==> src/rtl/muntjac_metadata_ctrl.sv <==
// Sequencer/arbiter in front of muntjac_metadata_table: owns the per-entry state
// storage, round-robins four event sources and performs read-lookup-writeback.
//
// state | meaning
// ------+--------------------------------------------------------------
// INIT  | sweep writes INIT_STATE to every entry, no accepts
// RUN   | arbitrate into S1, look up and write back S1 every cycle
// HALT  | table raised an exception; S1 held until exc_clear_i
module muntjac_metadata_ctrl #(
    parameter int unsigned NUM_ENTRIES = 16,
    parameter int unsigned IDX_W       = $clog2(NUM_ENTRIES),
    parameter logic [7:0]  INIT_STATE  = 8'd0
) (
    input  logic                 clk_i,
    input  logic                 rst_ni,
    input  logic [3:0]           req_valid_i,
    input  logic [4*IDX_W-1:0]   req_idx_i,
    output logic [3:0]           req_ready_o,
    output logic                 tbl_valid_o,
    output logic [7:0]           tbl_state_o,
    output logic [3:0]           tbl_event_o,
    input  logic [7:0]           tbl_state_i,
    input  logic                 tbl_exception_i,
    output logic                 resp_valid_o,
    output logic [1:0]           resp_src_o,
    output logic [IDX_W-1:0]     resp_idx_o,
    output logic [7:0]           resp_state_o,
    output logic                 resp_exception_o,
    input  logic                 flush_i,
    input  logic                 exc_clear_i,
    output logic                 busy_o,
    output logic                 halted_o
);

    typedef enum logic [1:0] {ST_INIT, ST_RUN, ST_HALT} state_t;

    state_t           r_state;
    logic [IDX_W-1:0] r_ptr;
    logic [1:0]       r_rr;
    logic             r_s1_valid;
    logic [1:0]       r_s1_src;
    logic [IDX_W-1:0] r_s1_idx;
    logic [7:0]       r_mem [NUM_ENTRIES];

    logic             r_resp_valid;
    logic [1:0]       r_resp_src;
    logic [IDX_W-1:0] r_resp_idx;
    logic [7:0]       r_resp_state;
    logic             r_resp_exc;

    logic             w_grant_any;
    logic [1:0]       w_grant_src;
    logic [1:0]       w_cand;
    logic [IDX_W-1:0] w_grant_idx;
    logic             w_accept;
    logic             w_lookup;

    // First valid source at or after the round-robin pointer wins.
    always_comb begin
        w_grant_any = 1'b0;
        w_grant_src = r_rr;
        w_cand      = r_rr;
        for (int k = 0; k < 4; k++) begin
            w_cand = r_rr + 2'(k);
            if (!w_grant_any && req_valid_i[w_cand]) begin
                w_grant_any = 1'b1;
                w_grant_src = w_cand;
            end
        end
    end

    assign w_grant_idx = req_idx_i[w_grant_src*IDX_W +: IDX_W];
    assign w_accept    = (r_state == ST_RUN) && !flush_i && w_grant_any;
    assign w_lookup    = (r_state == ST_RUN) && !flush_i && r_s1_valid;

    assign req_ready_o = w_accept ? (4'b0001 << w_grant_src) : 4'b0000;
    assign tbl_valid_o = w_lookup;
    assign tbl_state_o = w_lookup ? r_mem[r_s1_idx] : 8'd0;
    assign tbl_event_o = w_lookup ? {2'b00, r_s1_src} : 4'd0;

    assign resp_valid_o     = r_resp_valid;
    assign resp_src_o       = r_resp_src;
    assign resp_idx_o       = r_resp_idx;
    assign resp_state_o     = r_resp_state;
    assign resp_exception_o = r_resp_exc;
    assign busy_o           = (r_state == ST_INIT);
    assign halted_o         = (r_state == ST_HALT);

    // Storage has no reset of its own; the INIT sweep initialises it.
    always_ff @(posedge clk_i) begin
        if (rst_ni && !flush_i) begin
            if (r_state == ST_INIT) begin
                r_mem[r_ptr] <= INIT_STATE;
            end else if (w_lookup) begin
                r_mem[r_s1_idx] <= tbl_state_i;
            end
        end
    end

    always_ff @(posedge clk_i) begin
        if (!rst_ni) begin
            r_state      <= ST_INIT;
            r_ptr        <= '0;
            r_rr         <= 2'd0;
            r_s1_valid   <= 1'b0;
            r_s1_src     <= 2'd0;
            r_s1_idx     <= '0;
            r_resp_valid <= 1'b0;
            r_resp_src   <= 2'd0;
            r_resp_idx   <= '0;
            r_resp_state <= 8'd0;
            r_resp_exc   <= 1'b0;
        end else begin
            r_resp_valid <= w_lookup;
            if (w_lookup) begin
                r_resp_src   <= r_s1_src;
                r_resp_idx   <= r_s1_idx;
                r_resp_state <= tbl_state_i;
                r_resp_exc   <= tbl_exception_i;
            end
            if (flush_i) begin
                r_state    <= ST_INIT;
                r_ptr      <= '0;
                r_s1_valid <= 1'b0;
            end else begin
                case (r_state)
                    ST_INIT: begin
                        r_ptr <= r_ptr + IDX_W'(1);
                        if (r_ptr == IDX_W'(NUM_ENTRIES - 1)) begin
                            r_state <= ST_RUN;
                        end
                    end
                    ST_RUN: begin
                        r_s1_valid <= w_accept;
                        if (w_accept) begin
                            r_s1_src <= w_grant_src;
                            r_s1_idx <= w_grant_idx;
                            r_rr     <= w_grant_src + 2'd1;
                        end
                        if (w_lookup && tbl_exception_i) begin
                            r_state <= ST_HALT;
                        end
                    end
                    ST_HALT: begin
                        if (exc_clear_i) begin
                            r_state <= ST_RUN;
                        end
                    end
                    default: r_state <= ST_INIT;
                endcase
            end
        end
    end

endmodule

==> config.mk <==
export PLATFORM = sky130hd
export DESIGN_NAME = muntjac_metadata_ctrl
export DESIGN_NICKNAME = d
export VERILOG_FILES = /design/src/rtl/muntjac_metadata_ctrl.sv
export SDC_FILE = /design/constraint.sdc
export NUM_CORES = 1
export LEC_CHECK = 0
export CORE_MARGIN = 2
export CORE_UTILIZATION = 45
export CTS_CLUSTER_DIAMETER = 150
export DETAILED_ROUTE_END_ITERATION = 10
export PLACE_DENSITY_LB_ADDON = 0.08
export SLEW_MARGIN = 20
export SYNTH_ARGS = -nofsm -noshare
export SYNTH_HDL_FRONTEND = slang
export SYNTH_SLANG_ARGS = --single-unit
==> constraint.sdc <==
create_clock -name clk_i -period 2.1 [get_ports clk_i]
set_input_delay 0.21 -clock clk_i [delete_from_list [all_inputs] [get_ports clk_i]]
set_output_delay 0.21 -clock clk_i [all_outputs]
set_load 0.1 [all_outputs]
==> results by group <==
Routing
  – 1st-iter DRT viols: between 300 and 400
  – Via count: 4097
  – Wire per inst: 20.9 µm
  – Final WL: 15900 µm
  – Final ANT Viol Nets: 0
  – Drt drc: 0
  – Post-DR vias/cell: 5.40
  – Pre-antenna DRT Iters: 4

Run
  – MaxCap Viol Count: 0

Outcome
  – Failing checks: negative setup slack
  – Status: finished, violations left

Clock network
  – Htree depth: 4
  – Worst-path clk slew: 0.06 ns
  – Number of buffers created by CTS: 17
  – Clk Latency, worst-skew pair: between 0.4 and 0.5 ns
  – Clock Tree Buf Depth: 2
  – CTS tree: done
  – Clk root buf: clkbuf_16
  – Clock sink count: 163
  – Hold buffers post-CTS: 0

Timing
  – Count of pins over their slew limit: 0
  – Setup TNS: -2.41 ns
  – Peak Freq: roughly 0.4 GHz
  – Final WS setup: -0.337 ns
  – Slew Limit Headroom: 0.523
  – Fin. Hold Viols: 0
  – Worst Max-Slew Pin Slew: a little over 0.7 ns
  – Post-route minimum period: 2.44 ns
  – RSZ-0062 raised after global routing: true
  – Worst Skew: 0.00776 ns
  – Final Setup Violations: 8
  – Period utilization: 1.16

Power and ir drop
  – Pwr dens: 696 nW/µm²
  – IR drop worst, VDD: 0.000532 V
  – P_leak: 3.51 nW

Global route
  – Initial antenna violation count: 0
  – First-pass GRT wire length: 24100 µm
  – Largest net degree at the start of global routing: 33
  – Vias in the first global route: 4090
  – Grt total ovfl: 0
  – Total GRT Usage: 0.202

Placement
  – Post-DP HPWL: 10500 µm
  – Placer Congestion: approximately 0.74
  – I/O Buffers: 65
  – Cell Area, Placed: 8320 µm²

Synth
  – Post-Synth Adder-Cell Area: 0.00905
  – Avg Inst Size Synth: 16.4 µm²
  – Main combinational cell family by area after synthesis: multiplexers
  – Synth area leaders: edfxtp_1 56%, dfxtp_1 10%, mux4_1 6.5%
  – Asr flop ratio synth: 0
  – Post-synthesis sequential area ratio: 0.657
  – Most numerous cell in the Yosys netlist: edfxtp_1
  – Leading area contributor after synthesis: edfxtp_1
  – Prevailing post-synth register cell: edfxtp_1
  – Yosys top cell area share: 0.556
  – Post-synth EDFFs: 128
  – Mapped Cells: 421
  – Post-synthesis mux area share: 0.137
  – Yosys warns: 0
  – Simple-gate area share of the yosys netlist: 0.0829
  – Synth unique cells: 53
  – Top post-synthesis cells by count: 128 x edfxtp_1, 35 x dfxtp_1, 25 x nor2_1
  – Post-Syn Area: 6920 µm²
  – Post-synthesis compound-gate area fraction: 0.0689
  – XOR/XNOR Fraction of Synth Area: 0.00380
  – Synthesized flop and latch total: 163

Die
  – Die H: roughly 130 µm
  – I/O pin total: 68
  – Core footprint: 15100 µm²
  – Chip width: 128 µm
  – Site Rows: 45
  – Initial Utilization: 0.458
  – Die area: 16400 µm²

Layout
  – Layout area overhead: 34.5%
  – N_diodes: 0
  – Fill count: around 1200
  – Final Cell Area: 9300 µm²
  – Share of cells above drive strength 1: 0.408
  – Seq. cell area: around 4600 µm²
  – Multi-input logic area: 2400 µm²
  – # nets final: 596

Critical path
  – Critical path, cell by cell: buf_12, mux4_2, nor2b_4, a211oi_2, buf_4, a211oi_4, buf_12
  – R2R Path Start: r_state[1]$_SDFFE_PP0P_
  – CP required: 1.89 ns
  – CP dominant cell by count: buf_12
  – RR Endpoint: r_mem[3][5]$_DFFE_PP_
  – Worst Path Buf+Inv: 3
  – Register-to-Register Path Depth: 8
  – Crit. End Element: output port
  – R2R setup slack: 0.12 ns
  – CP top delay family: multiplexers
  – CP startpoint kind: flip-flop
  – Crit Path Class: flip-flop to output port
  – Slowest cell on crit path: mux4_2
  – Slowest cell delay on critical path: ~0.54 ns
  – Maximum fanout along the worst path: 6
  – Critical Path AT: 2.23 ns
  – Worst path depth: 7

Worst hold path
  – Hold depth: 3
  – Hold crit path type: input pin to flip-flop
  – Hold wc startpoint: tbl_exception_i
  – Hold path endpoint: r_state[1]$_SDFFE_PP0P_
## worst max path at each step
stage               from                endpoint
3_5_place_dp     flush_i  r_mem[12][6]$_DFFE_PP_
3_3_place_gp     flush_i  r_mem[12][6]$_DFFE_PP_
6_report       flip-flop          tbl_state_o[7]
5_1_grt        flip-flop          tbl_state_o[7]
2_1_floorplan  flip-flop          tbl_state_o[5]
4_1_cts        flip-flop          tbl_state_o[2]
## per-layer routing
metal | vias up | GRT usage | share of wire
li1 | 1903 | - | -
met1 | 2054 | 0.276 | 0.45
met2 | 127 | 0.326 | 0.48
met3 | 13 | 0.0472 | 0.059
met4 | 0 | 0.0608 | 0.011
met5 | - | 0 | 0
## cell families after synthesis
kind of cell             after synthesis
flip-flops                           163
AND/OR/NAND/NOR                      105
AO/OA/AOI/OAI                         65
multiplexers                          48
buffers and inverters                 31
adder cells (fa/ha/maj)                5
XOR/XNOR                               3
other                                  1
## worst min-delay path, cell delays in order
cell and delay (ns):
clkdlybuf4s50_1 0.41, nand2_1 0.08, a21oi_1 0.06
## per-stage QoR
step           utilization  power (mW)  std cells  hold WS (ns)  setup slack, ns
6_report             0.616        6.48        759         0.390           -0.337
5_1_grt              0.616        6.67        759         0.408           -0.429
4_1_cts              0.599        6.50        751         0.380           -0.374
3_5_place_dp         0.551        3.73        711         0.444           -0.387
3_3_place_gp         0.551        3.73        711         0.436           -0.335
2_1_floorplan            -        3.62        422         0.356           -0.148
## flip-flops by register name (all words and copies together) (netlist names), named ones only
| register | flops |
|---|---|
| r_ptr | 4 |
| r_s1_src | 2 |
| resp_valid_o | 1 |
| r_s1_valid | 1 |
| resp_state_o | 8 |
| r_mem | 128 |
| r_state | 2 |
| resp_src_o | 2 |
| r_rr | 2 |
| resp_idx_o | 4 |
| resp_exception_o | 1 |
| r_s1_idx | 4 |
## layout make-up
cell class	instances	share of cell area
tap	188	0.0253
clock inverter	9	0.00578
clock buffer	23	0.0515
timing repair buffer	142	0.166
sequential	163	0.490
inverter	6	0.00296
multi-input combinational	228	0.258
## where the power goes
group          internal [mW]  leakage (nW)  switching (mW)
logic                  0.132          1.58           0.114
clock network           1.61         0.263            1.18
registers               3.44          1.67         0.00522
total                   5.18          3.51            1.30
## repair_timing
item,in CTS,in global routing
buffers inserted,7,6
resized for setup,35,49
setup endpoints to repair,23,63
pin swaps,7,23
cloned,1,3
## cells in the final DEF, fill, tap and decap left out, types with 9 or more instances in the layout
cell	count
mux2i_1	9
mux4_2	29
a21o_1	9
edfxtp_1	128
clkbuf_16	21
buf_4	73
dfxtp_1	30
nor2_1	18
buf_12	23
buf_6	10
nand2_1	22
and2_1	10
clkdlybuf4s50_1	28
Note: power is estimated with default switching activity, not from simulation.
